**config.mk**
```make
export PLATFORM = sky130hd
export DESIGN_NAME = prio_encoder8_hs
export DESIGN_NICKNAME = d
export VERILOG_FILES = /design/src/rtl/prio_encoder8_hs.sv
export SDC_FILE = /design/constraint.sdc
export NUM_CORES = 1
export LEC_CHECK = 0
export ABC_AREA = 1
export CAP_MARGIN = 20
export CORE_MARGIN = 2
export CORE_UTILIZATION = 50
export DETAILED_ROUTE_END_ITERATION = 10
export PLACE_DENSITY = 0.92
export SETUP_SLACK_MARGIN = 0.15
export SYNTH_ARGS = -nofsm -noshare
export SYNTH_HDL_FRONTEND = slang
export SYNTH_SLANG_ARGS = --single-unit
export TNS_END_PERCENT = 100
```
**constraint.sdc**
```tcl
create_clock -name clk -period 2 [get_ports clk]
set_input_delay 0.4 -clock clk [delete_from_list [all_inputs] [get_ports clk]]
set_output_delay 0.4 -clock clk [all_outputs]
set_load 0.02 [all_outputs]
```
**src/rtl/prio_encoder8_hs.sv**
```systemverilog
// Sequential 8-to-3 priority encoder: latches rising edges of req_i into a
// pending set and hands out the highest pending index over a valid/ready handshake.
module prio_encoder8_hs #(
    parameter logic [2:0] RESET_CODE = 3'b000
) (
    input  logic       clk,
    input  logic       rst_n,
    input  logic       en,
    input  logic [7:0] req_i,
    input  logic       ready_i,
    input  logic       clr_ovr_i,
    output logic       valid_o,
    output logic [2:0] code_o,
    output logic [7:0] pending_o,
    output logic       overrun_o
);

    typedef enum logic {IDLE, PRESENT} state_t;

    state_t     state_q, state_d;
    logic [7:0] req_q;
    logic [7:0] pending_q, pending_d;
    logic       overrun_q, overrun_d;
    logic       valid_q, valid_d;
    logic [2:0] code_q, code_d;

    logic [7:0] rise;
    logic       accept;
    logic [7:0] clr_mask;

    function automatic logic [2:0] top_index(input logic [7:0] v);
        logic [2:0] idx;
        idx = 3'd0;
        for (int i = 0; i < 8; i++) begin
            if (v[i]) idx = 3'(i);
        end
        return idx;
    endfunction

    assign rise     = req_i & ~req_q;
    assign accept   = valid_q & ready_i;
    assign clr_mask = accept ? (8'd1 << code_q) : 8'd0;

    // A rise on a bit being cleared this cycle re-arms it without counting as an overrun.
    always_comb begin
        pending_d = (pending_q & ~clr_mask) | rise;
        overrun_d = overrun_q;
        if (clr_ovr_i) overrun_d = 1'b0;
        if (|(rise & pending_q & ~clr_mask)) overrun_d = 1'b1;
    end

    always_comb begin
        state_d = state_q;
        valid_d = valid_q;
        code_d  = code_q;
        unique case (state_q)
            IDLE: begin
                valid_d = 1'b0;
                code_d  = RESET_CODE;
                if (en && (|pending_q)) begin
                    valid_d = 1'b1;
                    code_d  = top_index(pending_q);
                    state_d = PRESENT;
                end
            end
            PRESENT: begin
                if (ready_i) begin
                    valid_d = 1'b0;
                    code_d  = RESET_CODE;
                    state_d = IDLE;
                end
            end
            default: begin
                valid_d = 1'b0;
                code_d  = RESET_CODE;
                state_d = IDLE;
            end
        endcase
    end

    always_ff @(posedge clk or negedge rst_n) begin
        if (!rst_n) begin
            state_q   <= IDLE;
            req_q     <= 8'd0;
            pending_q <= 8'd0;
            overrun_q <= 1'b0;
            valid_q   <= 1'b0;
            code_q    <= RESET_CODE;
        end else begin
            state_q   <= state_d;
            req_q     <= req_i;
            pending_q <= pending_d;
            overrun_q <= overrun_d;
            valid_q   <= valid_d;
            code_q    <= code_d;
        end
    end

    assign valid_o   = valid_q;
    assign code_o    = code_q;
    assign pending_o = pending_q;
    assign overrun_o = overrun_q;

endmodule

```
==> results.json <==
{
  "synth_top_cell_by_area": "dfrtp_1",
  "layout_min_cycle_time_ns": 1.770,
  "synth_compound_area_share_pct": 3.500,
  "clock-skew-final_ns": 0.003921,
  "final_cell_mix": "nand2_1, inv_1, clkdlybuf4s50_1",
  "insertedDiodeCount": 0,
  "initial_core_util_pct": 52.08,
  "ios": 26,
  "holdBufCountCts": 0,
  "grt_pass1_wl_mm": 3.553,
  "grt-ovfl-total": 0,
  "start_kind": "flip-flop",
  "worstPathRequired_ns": 1.60,
  "drive_above_1_share_pct": 7.362,
  "cts_buffer_depth": 2,
  "synth_fa_ha_area_share_pct": 0,
  "synth.area.top_cells": "dfrtp_1, nand2_1, inv_1",
  "cp_num_buf_inv": 1,
  "postCtsSetupBuffers": 0,
  "synthMuxAreaShare_pct": 0,
  "nets": 177,
  "routed_wl_mm": 2.056,
  "hp-class": "input pin to asynchronous set/reset pin",
  "peakVddDrop_mv": 0.5472,
  "cap_violations": 0,
  "drcViolationCount": 0,
  "crit_type": "flip-flop to primary output",
  "grt_pass1_vias": 881,
  "period_share_pct": 88.50,
  "ys_seq_elements": 22,
  "place_congestion": 0.8516,
  "netlist_instances": 133,
  "clk_pin_slew_ns": 0.12,
  "cpMaxStageDelayCell": "clkdlybuf4s50_1",
  "multiInputGateArea_sq_um": 356.6,
  "end_kind": "primary output",
  "fin_setup_tns_ns": 0,
  "htreeDepth": 1,
  "io_buffers": 25,
  "worst_pin_slew_ns": 0.2673,
  "setup_viol": 0,
  "synth_top_family_by_area": "simple AND/OR/NAND/NOR gates",
  "p_per_area_nw_per_um2": 743.0,
  "antenna_found_initial": 0,
  "syn_area_per_cell_sq_um": 7.526,
  "hold_violations": 0,
  "drt_iter0_drc": 22,
  "chipHeight_um": 48.74,
  "path_cells": "clkdlybuf4s50_1",
  "drv_slew": 0,
  "fp-row-count": 16,
  "final_common_cell": "nand2_1",
  "cts_buffers": 3,
  "critPathMaxStageDelay_ns": 0.63,
  "wire_per_inst_um": 10.82,
  "clock.fmax_mhz": 565.0,
  "synth-simple-area-share_pct": 32.13,
  "cts_root_buffer": "clkbuf_4",
  "netlist_area_sq_um": 1001,
  "rsz0062_at_grt": "no",
  "yosys_warnings": 0,
  "ys_seq_area_share_pct": 55.00,
  "synth_nets": 146,
  "arrival_ns": 1.37,
  "track_usage_pct": 19.25,
  "die-area_sq_um": 2376,
  "slew_headroom_pct": 82.12,
  "ctsResizeCount": 0,
  "crit_family": "buffers and inverters",
  "fillers": 170,
  "worstPathMaxFanout": 5,
  "final_antenna_net_count": 0,
  "leakagePower_nw": 0.7286,
  "grt_max_degree": 23,
  "fp.coreArea_sq_um": 1922,
  "seq_area_sq_um": 550.5,
  "die_w_um": 48.74,
  "dr.pass1.iters": 4,
  "syn2layout_area_growth_pct": 33.25,
  "vias_per_cell": 4.705,
  "outcome": "complete, no violations",
  "finalPower_w": 0.0009910,
  "dp_hpwl_mm": 1.652,
  "cts_sinks": 22,
  "synthXorXnorAreaFrac_pct": 0,
  "synth_top_area_share_pct": 55.00,
  "ys_types": 11,
  "via_count": 894,
  "cts_tree": "done",
  "clk_latency_ns": 0.31
}
==> logic make-up after synthesis <==
logic type             after synthesis
AOI/OAI and AO/OA                    7
buffers and inverters               25
DFF                                 22
and+or+nand+nor                     79
==> cell type report <==
| cell class | count | share of cell area, % |
|---|---|---|
| Multi-Input combinational cell | 86 | 26.74 |
| Sequential cell | 22 | 41.28 |
| Tap cell | 27 | 2.533 |
| Timing Repair Buffer | 26 | 19.70 |
| Inverter | 25 | 7.036 |
| Clock buffer | 4 | 2.720 |
==> registers in the layout, summed over array words and instances (netlist names) <==
name,count
state_q,1
pending_o,8
code_o,3
req_q,8
overrun_o,1
valid_o,1
==> cell usage after synthesis, drive strengths merged <==
master,count
nand3,7
o21ai,6
nor3,1
nor2,21
inv,25
nand2,50
dfrtp,22
a21oi,1
==> per-stage QoR <==
| stage | hold WS, ns | cells | setup slack (ns) | cell area, sq um | utilization (%) |
|---|---|---|---|---|---|
| 2_1_floorplan | 0.1044 | 133 | 0.8594 | 1001 | - |
| 3_3_place_gp | 0.4563 | 186 | 0.3869 | 1292 | 67.25 |
| 3_5_place_dp | 0.4596 | 186 | 0.3637 | 1292 | 67.25 |
| 4_1_cts | 0.4224 | 190 | 0.1806 | 1329 | 69.14 |
| 5_1_grt | 0.4337 | 190 | 0.1752 | 1334 | 69.40 |
| 6_report | 0.4158 | 190 | 0.2301 | 1334 | 69.40 |
==> layer usage <==
metal  global-route usage [%]  up-vias  wire length, um
met1                    23.20      411              884
met4                    10.48        0               37
met5                        0        -                0
met2                    33.56       24             1055
li1                         -      454                -
met3                    2.160        5               78
==> final timing paths <==
| path | startpoint | slack (ns) | to | depth (start not counted) |
|---|---|---|---|---|
| hold reg to reg | req_q[6] | 0.48 | pending_o[6] | 1 |
| setup reg to reg | pending_o[4] | 0.80 | code_o[2] | 6 |
| max in group asynchronous | rst_n | 1.37 | state_q | 2 |
| hold / removal | rst_n | 0.42 | pending_o[3] | 2 |
| setup / recovery | code_o[1] | 0.23 | code_o[1] | 1 |
| min in group clk | req_q[6] | 0.48 | pending_o[6] | 1 |
==> where the power goes <==
part | internal (W) | switching [W] | leakage [nW] | total, W
Sequential | 0.000483 | 0.0000342 | 0.238 | 0.000517
Combinational | 0.000102 | 0.000129 | 0.470 | 0.000232
Clock | 0.000111 | 0.000131 | 0.0210 | 0.000243
(Power assumes the default switching activity.)
